$ cat src/rtl/alu_rr_arbiter.sv
// alu_rr_arbiter
//   Shares one registered ALU (single-cycle latency) between NUM_REQ
//   requesters. Round-robin grant and at most one operation in flight.
//   Each operation walks IDLE -> ISSUE -> WAIT -> RESP -> IDLE. The result
//   returns to the requester that issued it, tagged with its index.
//
// Handshake semantics (valid/ready):
//   A transfer happens on a rising clock edge where valid and ready are both
//   1. A producer holds its payload stable while valid=1 and ready=0. Ready
//   never depends on anything except the consumer's own state and the
//   producer's valid.
//
// Ports:
//   i_clk, i_rst        clock (rising edge), async active-high reset
//   i_req_valid         per-requester request valid
//   i_req_data_a/_b     packed operands, requester k at [k*DATA_WIDTH +: DATA_WIDTH]
//   i_req_inst          packed opcodes, requester k at [k*INST_WIDTH +: INST_WIDTH]
//   o_req_ready         one-hot accept, asserted only in IDLE
//   o_alu_data_a/_b     captured operands to the ALU (held in all states)
//   o_alu_inst          captured opcode to the ALU (held in all states)
//   o_alu_valid         one-cycle issue strobe to the ALU
//   i_alu_data          ALU result
//   i_alu_overflow      ALU overflow flag
//   i_alu_valid         ALU result valid (only looked at in WAIT)
//   o_rsp_valid         response valid, held until i_rsp_ready
//   o_rsp_id            index of the requester being answered
//   o_rsp_data          result
//   o_rsp_overflow      overflow flag
//   o_rsp_error         watchdog timeout flag (0 unless ALU_ARB_TIMEOUT_EN)
//   i_rsp_ready         response consumer ready
//   o_dbg_state         current FSM state (0 IDLE, 1 ISSUE, 2 WAIT, 3 RESP)
//
// Optional build macro ALU_ARB_TIMEOUT_EN: adds a WAIT watchdog. If the ALU
// has not answered after TIMEOUT_CYC cycles, the operation completes with
// o_rsp_error=1 and zero data. A later i_alu_valid is ignored.

module alu_rr_arbiter #(
   parameter int NUM_REQ     = 4,
   parameter int DATA_WIDTH  = 32,
   parameter int INST_WIDTH  = 4,
   parameter int ID_WIDTH    = 2,
   parameter int TIMEOUT_CYC = 16
) (
   input  logic                           i_clk,
   input  logic                           i_rst,
   input  logic [NUM_REQ-1:0]             i_req_valid,
   input  logic [NUM_REQ*DATA_WIDTH-1:0]  i_req_data_a,
   input  logic [NUM_REQ*DATA_WIDTH-1:0]  i_req_data_b,
   input  logic [NUM_REQ*INST_WIDTH-1:0]  i_req_inst,
   output logic [NUM_REQ-1:0]             o_req_ready,
   output logic [DATA_WIDTH-1:0]          o_alu_data_a,
   output logic [DATA_WIDTH-1:0]          o_alu_data_b,
   output logic [INST_WIDTH-1:0]          o_alu_inst,
   output logic                           o_alu_valid,
   input  logic [DATA_WIDTH-1:0]          i_alu_data,
   input  logic                           i_alu_overflow,
   input  logic                           i_alu_valid,
   output logic                           o_rsp_valid,
   output logic [ID_WIDTH-1:0]            o_rsp_id,
   output logic [DATA_WIDTH-1:0]          o_rsp_data,
   output logic                           o_rsp_overflow,
   output logic                           o_rsp_error,
   input  logic                           i_rsp_ready,
   output logic [1:0]                     o_dbg_state
);

   generate
      if (NUM_REQ < 2 || NUM_REQ > 8 || (1 << ID_WIDTH) < NUM_REQ || TIMEOUT_CYC < 1) begin : g_bad_cfg
         $error("alu_rr_arbiter: illegal parameter combination");
      end
   endgenerate

   typedef enum logic [1:0] {
      S_IDLE  = 2'd0,
      S_ISSUE = 2'd1,
      S_WAIT  = 2'd2,
      S_RESP  = 2'd3
   } state_t;

   state_t              state_q, state_d;
   logic [ID_WIDTH-1:0] ptr_q;
   logic [ID_WIDTH-1:0] grant_id;
   logic [ID_WIDTH-1:0] next_ptr;
   logic                grant_found;
   logic                accept;
   logic                timeout;

   // Cyclic search starting at the pointer: the first valid requester wins.
   always_comb begin
      grant_found = 1'b0;
      grant_id    = '0;
      for (int i = 0; i < NUM_REQ; i++) begin
         if (!grant_found && i_req_valid[(int'(ptr_q) + i) % NUM_REQ]) begin
            grant_found = 1'b1;
            grant_id    = ID_WIDTH'((int'(ptr_q) + i) % NUM_REQ);
         end
      end
   end

   assign next_ptr = (grant_id == ID_WIDTH'(NUM_REQ - 1)) ? '0 : grant_id + ID_WIDTH'(1);
   assign accept   = (state_q == S_IDLE) && grant_found;

   // Ready is masked by reset so that every output reads 0 while reset is held.
   assign o_req_ready = (accept && !i_rst) ? (NUM_REQ'(1) << grant_id) : '0;

   assign o_alu_valid = (state_q == S_ISSUE);
   assign o_rsp_valid = (state_q == S_RESP);
   assign o_dbg_state = state_q;

`ifdef ALU_ARB_TIMEOUT_EN
   localparam int CNT_W = $clog2(TIMEOUT_CYC + 1);

   logic [CNT_W-1:0] wait_cnt_q;
   logic             rsp_error_q;

   // The counter holds 0 on the first WAIT cycle, so it fires after
   // TIMEOUT_CYC full WAIT cycles with no answer from the ALU.
   assign timeout = (state_q == S_WAIT) && !i_alu_valid &&
                    (wait_cnt_q == CNT_W'(TIMEOUT_CYC - 1));

   always_ff @(posedge i_clk or posedge i_rst) begin
      if (i_rst) begin
         wait_cnt_q  <= '0;
         rsp_error_q <= 1'b0;
      end else begin
         if (state_q == S_ISSUE) begin
            wait_cnt_q <= '0;
         end else if (state_q == S_WAIT) begin
            wait_cnt_q <= wait_cnt_q + CNT_W'(1);
         end
         if (state_q == S_WAIT && i_alu_valid) begin
            rsp_error_q <= 1'b0;
         end else if (timeout) begin
            rsp_error_q <= 1'b1;
         end
      end
   end

   assign o_rsp_error = rsp_error_q;
`else
   assign timeout     = 1'b0;
   assign o_rsp_error = 1'b0;
`endif

   always_comb begin
      state_d = state_q;
      case (state_q)
         S_IDLE:  if (grant_found) state_d = S_ISSUE;
         S_ISSUE: state_d = S_WAIT;
         S_WAIT:  if (i_alu_valid || timeout) state_d = S_RESP;
         S_RESP:  if (i_rsp_ready) state_d = S_IDLE;
         default: state_d = S_IDLE;
      endcase
   end

   always_ff @(posedge i_clk or posedge i_rst) begin
      if (i_rst) begin
         state_q        <= S_IDLE;
         ptr_q          <= '0;
         o_alu_data_a   <= '0;
         o_alu_data_b   <= '0;
         o_alu_inst     <= '0;
         o_rsp_id       <= '0;
         o_rsp_data     <= '0;
         o_rsp_overflow <= 1'b0;
      end else begin
         state_q <= state_d;
         if (accept) begin
            o_alu_data_a <= i_req_data_a[int'(grant_id)*DATA_WIDTH +: DATA_WIDTH];
            o_alu_data_b <= i_req_data_b[int'(grant_id)*DATA_WIDTH +: DATA_WIDTH];
            o_alu_inst   <= i_req_inst[int'(grant_id)*INST_WIDTH +: INST_WIDTH];
            o_rsp_id     <= grant_id;
            ptr_q        <= next_ptr;
         end
         // ALU answers are taken only in WAIT; anything else is stray.
         if (state_q == S_WAIT && i_alu_valid) begin
            o_rsp_data     <= i_alu_data;
            o_rsp_overflow <= i_alu_overflow;
         end else if (timeout) begin
            o_rsp_data     <= '0;
            o_rsp_overflow <= 1'b0;
         end
      end
   end

endmodule

$ cat config.mk
export PLATFORM = sky130hd
export DESIGN_NAME = alu_rr_arbiter
export DESIGN_NICKNAME = d
export VERILOG_FILES = /design/src/rtl/alu_rr_arbiter.sv
export SDC_FILE = /design/constraint.sdc
export NUM_CORES = 1
export LEC_CHECK = 0
export ABC_AREA = 1
export BUFFER_PORTS_ARGS = -buffer_cell sky130_fd_sc_hd__buf_2
export CELL_PAD_IN_SITES_DETAIL_PLACEMENT = 1
export CELL_PAD_IN_SITES_GLOBAL_PLACEMENT = 1
export CORE_AREA = 2 2 166 168
export DETAILED_ROUTE_END_ITERATION = 10
export DIE_AREA = 0 0 168 170
export PLACE_DENSITY_LB_ADDON = 0.1
export SYNTH_ARGS = -nofsm -noshare
export SYNTH_HDL_FRONTEND = slang
export SYNTH_SLANG_ARGS = --single-unit
$ cat constraint.sdc
create_clock -name i_clk -period 9.04 [get_ports i_clk]
set_input_delay 0.904 -clock i_clk [delete_from_list [all_inputs] [get_ports i_clk]]
set_output_delay 0.904 -clock i_clk [all_outputs]
set_load 0.01 [all_outputs]
[Word level (Yosys, flattened, before mapping)]
Cells that the tools add are included.
Word-level totals
  flip-flop bits (word level): 107
  input port bits: 313
  output and inout bits: 112
  logic and storage cells: 70
Operators by class
  add/subtract/negate cells: 4
  $lt $le $gt $ge: 4
  equality and inequality tests: 7
  shift-type cells: 4
  muxes and demuxes: 25
  bitwise operators: 3
  reductions and logical operators: 15
Operators by type and width (number)
  $shiftx 128x8->32: 2
  $mux 2: 8
  $shiftx 16x5->4: 1
  $lt 3x4->1 const B: 3
  $mux 1: 11
  $bmux 1 s2: 4
  $pmux 2 s4: 1
  $eq 2x2->1 const B: 3
  $logic_and 1x1->1: 6
  $reduce_or 2->1: 3
  $add 2x1->2 const B: 2
  $add 2x2->2 const B: 2
  $logic_not 1->1: 4
  $mux 4: 1
  $ne 2x2->1 const B: 2
  $shl 1x2->4 const A: 1
  $and 1x1->1 const A: 3
  $lt 2x3->1 const B: 1
  $reduce_and 3->1: 1
  $eq 2x1->1 const B: 1
  $logic_not 2->1: 1
  $ne 2x1->1 const B: 1

[Longest topological paths before layout]
Gate-level depths: netlist (run 1).
  depth in word-level cells: 17
  depth in mapped cells: 15
  gate-level depth less buffers: 13

[Least setup slack after synthesis (run 1)]
Ideal clock, no wire load.
  path type: input -> output
  from: in i_rst
  to: out o_req_ready[0]
  arrival: 3880 ps
  required time: 8136 ps
  path slack: 4256 ps
  stages: 3
  buffers on the path: 0
  path through: inv_1 nand2_1 nor3_1
On the way
  cells in the longest elaborated chain, start to end: 3
Ends and longest elaborated chain
  from (decl): RTL line 45  | input logic i_rst,
  $logic_not 1->1 (no source line)
  $logic_and 1x1->1: RTL line 104  | assign o_req_ready = (accept && !i_rst) ? (NUM_REQ'(1) << grant_id) : '0;
  $mux 4: RTL line 104
  to (decl): RTL line 50  | output logic [NUM_REQ-1:0] o_req_ready,
No other way between the ends.

[Final worst setup path (run 1)]
  from: reg ptr_q[0]
  to: out o_req_ready[3]
On the way
  cells in the longest elaborated chain, start to end: 15
  elaborated cells between the ends (all ways): 32
  classes of those cells: add/sub: 3; shift: 1; mux: 20; reduce/logical: 8
Ends and longest elaborated chain
  from (decl): RTL line 81  | logic [ID_WIDTH-1:0] ptr_q;
  from (signal assigned): RTL line 173  | ptr_q <= next_ptr;
  $add 2x1->2 / $bmux 1 s2 (equally long branches): RTL line 93, 95
  $bmux 1 s2 / $mux 1 (equally long branches): RTL line 93  | if (!grant_found && i_req_valid[(int'(ptr_q) + i) % NUM_REQ]) begin
  $mux 1 (implied by the code): RTL line 93
  $mux 1 (implied by the code) / $logic_not 1->1 (equally long branches): RTL line 93
  $logic_and 1x1->1: RTL line 93
  $mux 1: RTL line 93
  $logic_not 1->1: RTL line 93
  $logic_and 1x1->1: RTL line 93
  $mux 1: RTL line 93
  $logic_not 1->1: RTL line 93
  $logic_and 1x1->1: RTL line 93
  $mux 1: RTL line 93
  $logic_and 1x1->1: RTL line 101  | assign accept = (state_q == S_IDLE) && grant_found;
  $logic_and 1x1->1: RTL line 104
  $mux 4 (*): RTL line 104
Mark *: on every way between the ends. The rest lies on a longest branch, timed or not. The select of a mux whose other input is x is not followed.

==> impl_metrics.json, run 1 <==
{
  "holdCritStartpoint": "o_rsp_id[0]",
  "synth_simple_gate_area_share_pct": 44.81,
  "busiest_layer": "met2",
  "area_growth_pct": 36.45,
  "drt_wl_total_mm": 31.09,
  "antenna_found_initial": 12,
  "vias": 8120,
  "yosys_warnings": 0,
  "setup.worst_path.start_class": "flop",
  "final_area_um2": 9696,
  "worst-slew-pin-transition_ps": 909.4,
  "layout-drive-gt1-share_pct": 36.38,
  "hold_violations": 0,
  "insertion_delay_ps": 360,
  "synth_xor_area_share_pct": 0,
  "grt-ovfl-total": 0,
  "synthCells": 998,
  "hpwl_mm": 22.45,
  "synth.area.mux_share_pct": 5.230,
  "holdPathEnd": "o_rsp_id[0]",
  "dpl_cell_area_um2": 9348,
  "multi_input_area_um2": 3726,
  "portBuffers": 423,
  "ios": 425,
  "vias_per_cell": 4.718,
  "relSlewSlack_pct": 39.37,
  "critical-path-slowest-cell": "dfrtp_1",
  "critPathKind": "reg -> out",
  "cts_tree": "yes",
  "critical_path.max_stage_delay_ps": 640,
  "nFillCells": 3497,
  "rsz0062_at_grt": "no",
  "regArea_um2": 2678,
  "coreArea_um2": 26650,
  "grt_use_total_pct": 21.13,
  "required_ps": 8140,
  "drt-pass1-iter-count": 4,
  "nets": 1684,
  "post_cts_buffers": 0,
  "rows": 60,
  "ys_types": 26,
  "max_freq_mhz": 206.4,
  "synth_top_family_by_area": "simple AND/OR/NAND/NOR gates",
  "finalPower_w": 0.003827,
  "synth_flop_cell": "dfrtp_1",
  "synth-edff-count": 0,
  "cts_buffers": 9,
  "crit_path_frequent_cell": "nand2_1",
  "rr_startpoint": "ptr_q[0]",
  "gp_congestion": 0.8035,
  "ctsHoldBuffers": 0,
  "grt_pass1_wl_mm": 47.09,
  "worstSetupEndpointType": "output pin",
  "seq_area_frac_synth_pct": 37.68,
  "die_y_um": 170,
  "synthAdderAreaFrac_pct": 1.233,
  "outcome": "completed",
  "die_area_um2": 28560,
  "drtIter0Drc": 474,
  "path_clk_slew_ps": 80,
  "synth_compound_area_share_pct": 0.7220,
  "p_per_area_nw_per_um2": 394.7,
  "cts_root_buf": "clkbuf_16",
  "htree_levels": 3,
  "detail_route.wl_per_cell_um": 18.07,
  "die_x_um": 168,
  "rr_endpoint": "o_alu_data_b[0]",
  "drc": 0,
  "crit_chain": "inv_2, nand2_1, nand2_1, nand2_1, nand2_1, nor2_2, nand3_1, nand2_4, nand2_4, buf_4, inv_1, ha_1, inv_1, nor2_1, buf_2",
  "worst_ir_drop_vdd_mv": 0.2668,
  "drv_slew": 0,
  "skew_ps": 13.95,
  "grt_start_max_net_pins": 73,
  "grt_use_met1_pct": 25.24,
  "met3_usage_pct": 5.605,
  "arrival_ps": 3940,
  "worstHoldPathCells": 2,
  "ant_nets": 0,
  "syn_nets": 1318,
  "fin_crit_sh_pct": 53.61,
  "setup_viol": 0,
  "reg2reg_slack_ps": 4990,
  "rr_worst_depth": 14,
  "synth-seq-cells": 107,
  "hold_path.class": "reg -> reg",
  "worstPathMaxFanout": 68,
  "cts.sinks": 107,
  "grt_pass1_vias": 8298,
  "start_util_pct": 26.66,
  "max-cap-violations": 0,
  "p_leak_nw": 5.490,
  "grt_use_met2_pct": 36.72,
  "syn_area_per_cell_um2": 7.120,
  "synthArstFlopShare_pct": 100.0,
  "fin_crit_ps": 4846,
  "clk_path_buf_depth": 2,
  "syn_area_um2": 7106,
  "cts.repair.resized": 0,
  "setup-tns-final_ps": 0
}
[power by group]
group	leakage [nW]	internal, W	switching (W)
Clock	0.157	0.000224	0.000215
Sequential	1.31	0.000723	0.000122
Combinational	4.02	0.000812	0.00173
[synth_stat cells (3+ instances only)]
cell | number | area, um^2
nand2_2 | 4 | 25.02
nand3b_1 | 69 | 518.0
buf_4 | 8 | 60.06
nor3_1 | 3 | 15.01
buf_1 | 5 | 18.77
nand3_1 | 277 | 1386
ha_1 | 7 | 87.58
mux2_2 | 33 | 371.6
dfrtp_1 | 107 | 2678
clkbuf_1 | 18 | 67.56
a21oi_1 | 3 | 15.01
buf_2 | 43 | 215.2
inv_2 | 4 | 15.01
nor2_1 | 6 | 22.52
inv_1 | 82 | 307.8
nand2_1 | 314 | 1179
buf_6 | 4 | 45.04
[flip-flops by register name (all words and copies together) (netlist names)]
name            flops
o_alu_inst          4
o_dbg_state         2
o_alu_data_b       32
ptr_q               2
o_rsp_data         32
o_alu_data_a       32
o_rsp_id            2
o_rsp_overflow      1
[worst max-delay path, delay by kind of cell, from the launching register on]
family,cells,cell delay (ps)
buffers and inverters,5,910
DFF,1,640
and+or+nand+nor,9,1810
adders and majority gates,1,150
[final cells by class]
type | instances | area share, %
diodes | 11 | 0.2839
clock buffers | 9 | 2.323
clock inverters | 7 | 0.9808
inverters | 86 | 3.355
multi-input cells | 727 | 38.43
flip-flops and latches | 107 | 27.62
well taps | 341 | 4.401
repair buffers | 433 | 22.61
[per-stage QoR]
stage / setup slack [ps] / utilization [%] / hold WS, ps / instances
after floorplan: 4256 / - / 515.7 / 998
after global placement: 4310 / 35.08 / 465.5 / 1694
after detailed placement: 4258 / 35.08 / 467.2 / 1694
after CTS: 4136 / 36.28 / 492.7 / 1710
after global routing: 3783 / 36.37 / 516.1 / 1720
final: 4194 / 36.38 / 491.5 / 1721
[per-layer routing]
metal	share of wire (%)	up-vias
met1	41	3839
met5	0.074	-
met4	1.9	4
li1	-	3986
met3	7.4	30
met2	49	261
[cell families after synthesis]
group | count (synthesis)
buffers and inverters | 164
AOI/OAI and AO/OA | 9
muxes | 33
other | 1
DFF | 107
and+or+nand+nor | 677
adders and majority gates | 7
[worst max path at each step]
stage | start | endpoint
finish | ptr_q[0] | o_req_ready[3]
global route | ptr_q[0] | o_req_ready[3]
CTS | ptr_q[0] | o_req_ready[3]
detailed placement | i_req_valid[3] | o_req_ready[3]
global placement | i_req_valid[3] | o_req_ready[3]
floorplan | i_rst | o_req_ready[0]
[cell usage in the layout (no fill, tap or decap)]
master / n
a21oi_1: 3
buf_2: 423
buf_4: 10
bufinv_16: 1
clkbuf_16: 9
clkinv_4: 2
clkinv_8: 1
conb_1: 1
dfrtp_1: 107
diode_2: 11
ha_1: 7
inv_1: 81
inv_2: 4
inv_4: 1
inv_6: 1
inv_8: 2
mux2_2: 33
nand2_1: 311
nand2_2: 3
nand2_4: 4
nand3_1: 277
nand3_2: 1
nand3b_1: 69
nor2_1: 6
nor2_2: 1
nor2_4: 2
nor3_1: 3
o21a_1: 1
o21ai_0: 2
o21ai_1: 1
o21bai_1: 1
o22ai_1: 1
(Power assumes the default switching activity.)
==> run 2, diff against run 1 <==
Settings changed: CORE_AREA 2 2 166 168 to default, CORE_MARGIN from default to 1, CORE_UTILIZATION from default to 27, DIE_AREA 0 0 168 170 to default.
Clock period 9.04 ns to 4.1 ns, I/O delays scaled along.
==> run 2 against run 1 <==
Net effect: via count grew 0.15%; critical endpoint unchanged; clock skew is essentially flat; sequential power is 120% higher.
==> impl_metrics.json, run 2 (same netlist as run 1, synthesis figures left out) <==
{
  "fin_util_pct": 37.46,
  "worst-slew-pin-transition_ps": 901.7,
  "rr_startpoint": "ptr_q[0]",
  "p_sw_share_pct": 54.10,
  "drc": 0,
  "ant_nets": 0,
  "detail_route.wl_per_cell_um": 17.71,
  "ios": 425,
  "crit_start": "ptr_q[0]",
  "die_y_um": 164.2,
  "p_leak_nw": 5.508,
  "mostFrequentLayoutCell": "buf_2",
  "path_clk_slew_ps": 90,
  "grt_pass1_wl_mm": 45.91,
  "max-cap-violations": 0,
  "setup.worst_path.start_class": "flop",
  "crit_end": "o_req_ready[3]",
  "skew_ps": 13.92,
  "cts.sinks": 107,
  "fin_crit_sh_pct": 77.00,
  "grt-ovfl-total": 0,
  "worstPathMaxFanout": 35,
  "fin_crit_ps": 3157,
  "rr_endpoint": "ptr_q[0]",
  "worstSetupEndpointType": "output pin",
  "htree_levels": 3,
  "grt_start_max_net_pins": 137,
  "coreArea_um2": 25910,
  "outcome": "completed",
  "rows": 59,
  "p_int_w": 0.003886,
  "max_freq_mhz": 316.7,
  "power_frac_comb_pct": 66.9,
  "p_per_area_nw_per_um2": 872.3,
  "area_growth_pct": 36.61,
  "gp_congestion": 0.8028,
  "cts_root_buf": "clkbuf_16",
  "final_area_um2": 9707,
  "post_cts_buffers": 0,
  "worst_slack_ps": 942.8,
  "hpwl_mm": 21.77,
  "insertion_delay_ps": 360,
  "seq_power_share_pct": 22.3,
  "cts_buffers": 9,
  "critPathKind": "reg -> out",
  "reg2reg_slack_ps": 1240,
  "drv_slew": 0,
  "cts.repair.resized": 0,
  "clk_path_buf_depth": 2,
  "layout-drive-gt1-share_pct": 36.52,
  "die_area_um2": 26970,
  "reg_top3": "o_alu_data_a (32), o_alu_data_b (32), o_rsp_data (32)",
  "grt_use_total_pct": 22.08,
  "setup-tns-final_ps": 0,
  "antenna_found_initial": 4,
  "drtIter0Drc": 453,
  "final_cell_mix": "buf_2 (423), nand2_1 (311), nand3_1 (277)",
  "die_x_um": 164.2,
  "post-place-ws_ps": 1183,
  "p_clk_share_pct": 10.9,
  "switchingPower_w": 0.004581,
  "cts_tree": "yes",
  "rr_worst_depth": 11,
  "start_util_pct": 27.42,
  "nets": 1687,
  "required_ps": 3690,
  "portBuffers": 423,
  "setup_viol": 0,
  "arrival_ps": 2750,
  "hold_path.class": "in -> reg",
  "grt_pass1_vias": 8283,
  "vias_per_cell": 4.756,
  "rsz0062_at_grt": "no",
  "hold_violations": 0,
  "relSlewSlack_pct": 39.89,
  "dpl_cell_area_um2": 9400,
  "drt-pass1-iter-count": 5,
  "finalPower_w": 0.008467,
  "vias": 8132,
  "drt_wl_total_mm": 30.28,
  "ctsHoldBuffers": 0,
  "worst_ir_drop_vdd_mv": 0.7576
}
==> run 2: cell types whose count changed in the layout (fill, tap and decap cells not counted), sizes merged <==
cell,before,now
diode,11,3
buf,433,436
inv,89,91
bufinv,1,0
clkinv,3,2
==> run 2: routing by layer <==
layer / GRT usage [%] / up-vias / wire (um)
met1: 26.22 / 3845 / 12190
met5: 0 / - / 11
li1: - / 3981 / -
met2: 39.03 / 275 / 15180
met3: 5.328 / 29 / 2387
met4: 6.566 / 2 / 511
==> run 2: power by group through the flow <==
stage          Clock [W]  Sequential, W  Combinational [W]
2_1_floorplan          0        0.00210            0.00372
3_3_place_gp           0        0.00189            0.00576
3_5_place_dp           0        0.00191            0.00579
4_1_cts         0.000952        0.00189            0.00581
5_1_grt         0.000992        0.00196            0.00641
6_report        0.000920        0.00188            0.00566
==> run 2: worst min-delay path by stage <==
stage / slack [ps] / to / cells past startpoint / start
CTS: 260 / o_rsp_data[26] / 2 / i_alu_data[26]
finish: 270 / o_rsp_data[27] / 2 / i_alu_data[27]
global route: 270 / o_rsp_data[27] / 2 / i_alu_data[27]
floorplan: 520 / o_rsp_id[0] / 2 / o_rsp_id[0]
global placement: 470 / o_alu_data_a[25] / 2 / o_alu_data_a[25]
detailed placement: 470 / o_rsp_id[0] / 2 / o_rsp_id[0]
==> run 2: final cells by class <==
class                      count  area [um^2]
timing repair buffer         436         2252
clock buffer                   9        225.2
inverter                      86        325.3
sequential                   107         2678
antenna                        3        7.507
fill                        3412        16200
tap                          335        419.2
multi-input combinational    727         3726
clock inverter                 7        73.82
==> run 2: per-stage QoR <==
| stage | hold slack [ps] | cells |
|---|---|---|
| final | 274.3 | 1710 |
| after global routing | 267.1 | 1710 |
| after CTS | 258.6 | 1707 |
| after global placement | 472.6 | 1691 |
| after floorplan | 515.7 | 998 |
| after detailed placement | 474.2 | 1691 |
==> run 2: worst max-delay path: stages, from the launching register on <==
cell	delay [ps]
dfrtp_1	630
inv_2	150
nand2_1	90
nand2_1	70
nand2_1	90
nand2_1	70
nor2_2	140
nand3_1	140
nand2_4	110
nand2_4	230
inv_1	200
ha_1	170
inv_1	40
nor2_1	80
buf_2	150
==> run 3, diff against run 2 <==
Clock period 4.1 ns to 2.9 ns, I/O delays scaled along.
==> run 3 against run 2 <==
Net effect: combinational power up 46%; core utilization grew 0.38 points; highest routed layer unchanged; first-iteration DRC count shrank 9.1%; sequential power up 40%; worst hold slack worse by 110 ps; critical path depth fell by 1; critical path type unchanged.
==> impl_metrics.json, run 3 (same netlist as run 1, synthesis figures left out) <==
{
  "p_int_w": 0.005647,
  "htree_levels": 3,
  "power_frac_comb_pct": 67.8,
  "reg_top3": "o_alu_data_a (32), o_alu_data_b (32), o_rsp_data (32)",
  "p_per_area_nw_per_um2": 1239,
  "start_util_pct": 27.42,
  "layout-drive-gt1-share_pct": 36.77,
  "portBuffers": 423,
  "switchingPower_w": 0.006500,
  "cts.sinks": 107,
  "worst_ir_drop_vdd_mv": 0.9156,
  "fin_crit_ps": 2677,
  "die_area_um2": 26970,
  "seq_power_share_pct": 21.7,
  "final_cell_mix": "buf_2 (423), nand2_1 (311), nand3_1 (277)",
  "clk_path_buf_depth": 2,
  "worstPathMaxFanout": 29,
  "grt_use_total_pct": 22.03,
  "hpwl_mm": 21.63,
  "nets": 1691,
  "fin_crit_sh_pct": 92.30,
  "hold_path.class": "in -> reg",
  "rows": 59,
  "rr_startpoint": "ptr_q[0]",
  "crit_end": "o_req_ready[3]",
  "drc": 0,
  "worst-slew-pin-transition_ps": 729.7,
  "drt_wl_total_mm": 30.38,
  "hold_ws_ps": 160.9,
  "rr_endpoint": "o_alu_data_b[27]",
  "worstSetupEndpointType": "output pin",
  "rr_worst_depth": 12,
  "setup_viol": 0,
  "grt-ovfl-total": 0,
  "p_leak_nw": 5.545,
  "grt_pass1_vias": 8226,
  "max_freq_mhz": 373.6,
  "cts_tree": "yes",
  "antenna_found_initial": 3,
  "cts_root_buf": "clkbuf_16",
  "dpl_cell_area_um2": 9464,
  "gp_congestion": 0.7868,
  "p_clk_share_pct": 10.5,
  "drv_slew": 0,
  "die_x_um": 164.2,
  "drtIter0Drc": 412,
  "ant_nets": 0,
  "setup.worst_path.start_class": "flop",
  "coreArea_um2": 25910,
  "skew_ps": 12.32,
  "critPathKind": "reg -> out",
  "path_clk_slew_ps": 90,
  "arrival_ps": 2390,
  "hold_violations": 0,
  "max-cap-violations": 0,
  "drt-pass1-iter-count": 4,
  "dp_cells": 1691,
  "p_sw_share_pct": 53.51,
  "mostFrequentLayoutCell": "buf_2",
  "grt_pass1_wl_mm": 45.77,
  "area_growth_pct": 37.98,
  "die_y_um": 164.2,
  "relSlewSlack_pct": 51.36,
  "crit_start": "ptr_q[0]",
  "cts_buffers": 9,
  "layout.cells.non_filler": 1712,
  "finalPower_w": 0.01215,
  "insertion_delay_ps": 360,
  "ios": 425,
  "reg2reg_slack_ps": 500,
  "detail_route.wl_per_cell_um": 17.74,
  "required_ps": 2610,
  "vias": 8206,
  "outcome": "completed",
  "final_area_um2": 9804,
  "vias_per_cell": 4.793,
  "grt_start_max_net_pins": 137
}
-- run 3: cell types whose count changed in the layout (fill, tap and decap cells not counted), sizes merged --
cell,previous run,this run
buf,436,440
inv,91,87
clkinv,2,5
diode,3,1
clkinvlp,0,1
-- run 3: timing repair --
item | 4_1_cts | 5_1_grt
endpoints found under the setup margin | 3 | 3
resized for setup | 1 | 1
setup buffers | 0 | 4
hold buffers | 0 | 0
-- run 3: power groups by stage --
stage | clock network (W) | registers [W] | logic (W)
6_report | 0.00128 | 0.00263 | 0.00824
5_1_grt | 0.00136 | 0.00274 | 0.00928
4_1_cts | 0.00132 | 0.00266 | 0.00836
3_5_place_dp | 0 | 0.00268 | 0.00835
3_3_place_gp | 0 | 0.00265 | 0.00826
2_1_floorplan | 0 | 0.00298 | 0.00525
-- run 3: how the worst min path moves through the flow --
stage                    from             end  slack, ps  cells after the start
2_1_floorplan  i_alu_data[30]  o_rsp_data[30]        440                      1
3_3_place_gp      o_rsp_id[0]     o_rsp_id[0]        470                      2
3_5_place_dp      o_rsp_id[0]     o_rsp_id[0]        470                      2
4_1_cts         i_alu_data[1]   o_rsp_data[1]        150                      2
5_1_grt         i_alu_data[5]   o_rsp_data[5]        150                      2
6_report       i_alu_data[27]  o_rsp_data[27]        160                      2
-- run 3: cell type report --
class,instances,area (um^2)
diodes,1,2.502
clock buffers,9,225.2
clock inverters,7,72.57
fillers,3397,16110
inverters,86,326.6
multi-input cells,727,3735
flip-flops and latches,107,2679
well taps,335,419.2
repair buffers,440,2345
-- run 3: worst max-delay path, cell delays in order, from the launching register on --
cell and delay (ps):
dfrtp_2 460, inv_2 140, nand2_1 80, nand3_1 110, nand2_2 90, nor2_2 170, nand3_1 140, nand2_4 130
nand2_8 150, inv_1 150, ha_1 150, inv_1 40, nor2_1 90, buf_2 140
-- run 3: stage by stage --
step                      TNS, ps  util [%]  setup WS [ps]
after detailed placement        0     36.53          274.1
after floorplan                 0         -          284.2
after global routing       -1.710     37.84         -1.710
after global placement          0     36.53          328.9
after CTS                       0     37.68          2.363
final                           0     37.84          223.3
-- run 3: layer usage --
layer / GRT usage (%) / vias to the layer above / wire [um]
met1: 25.80 / 3924 / 12230
li1: - / 3987 / -
met3: 4.924 / 26 / 2188
met5: 0 / - / 27
met4: 5.345 / 4 / 421
met2: 40.22 / 265 / 15520
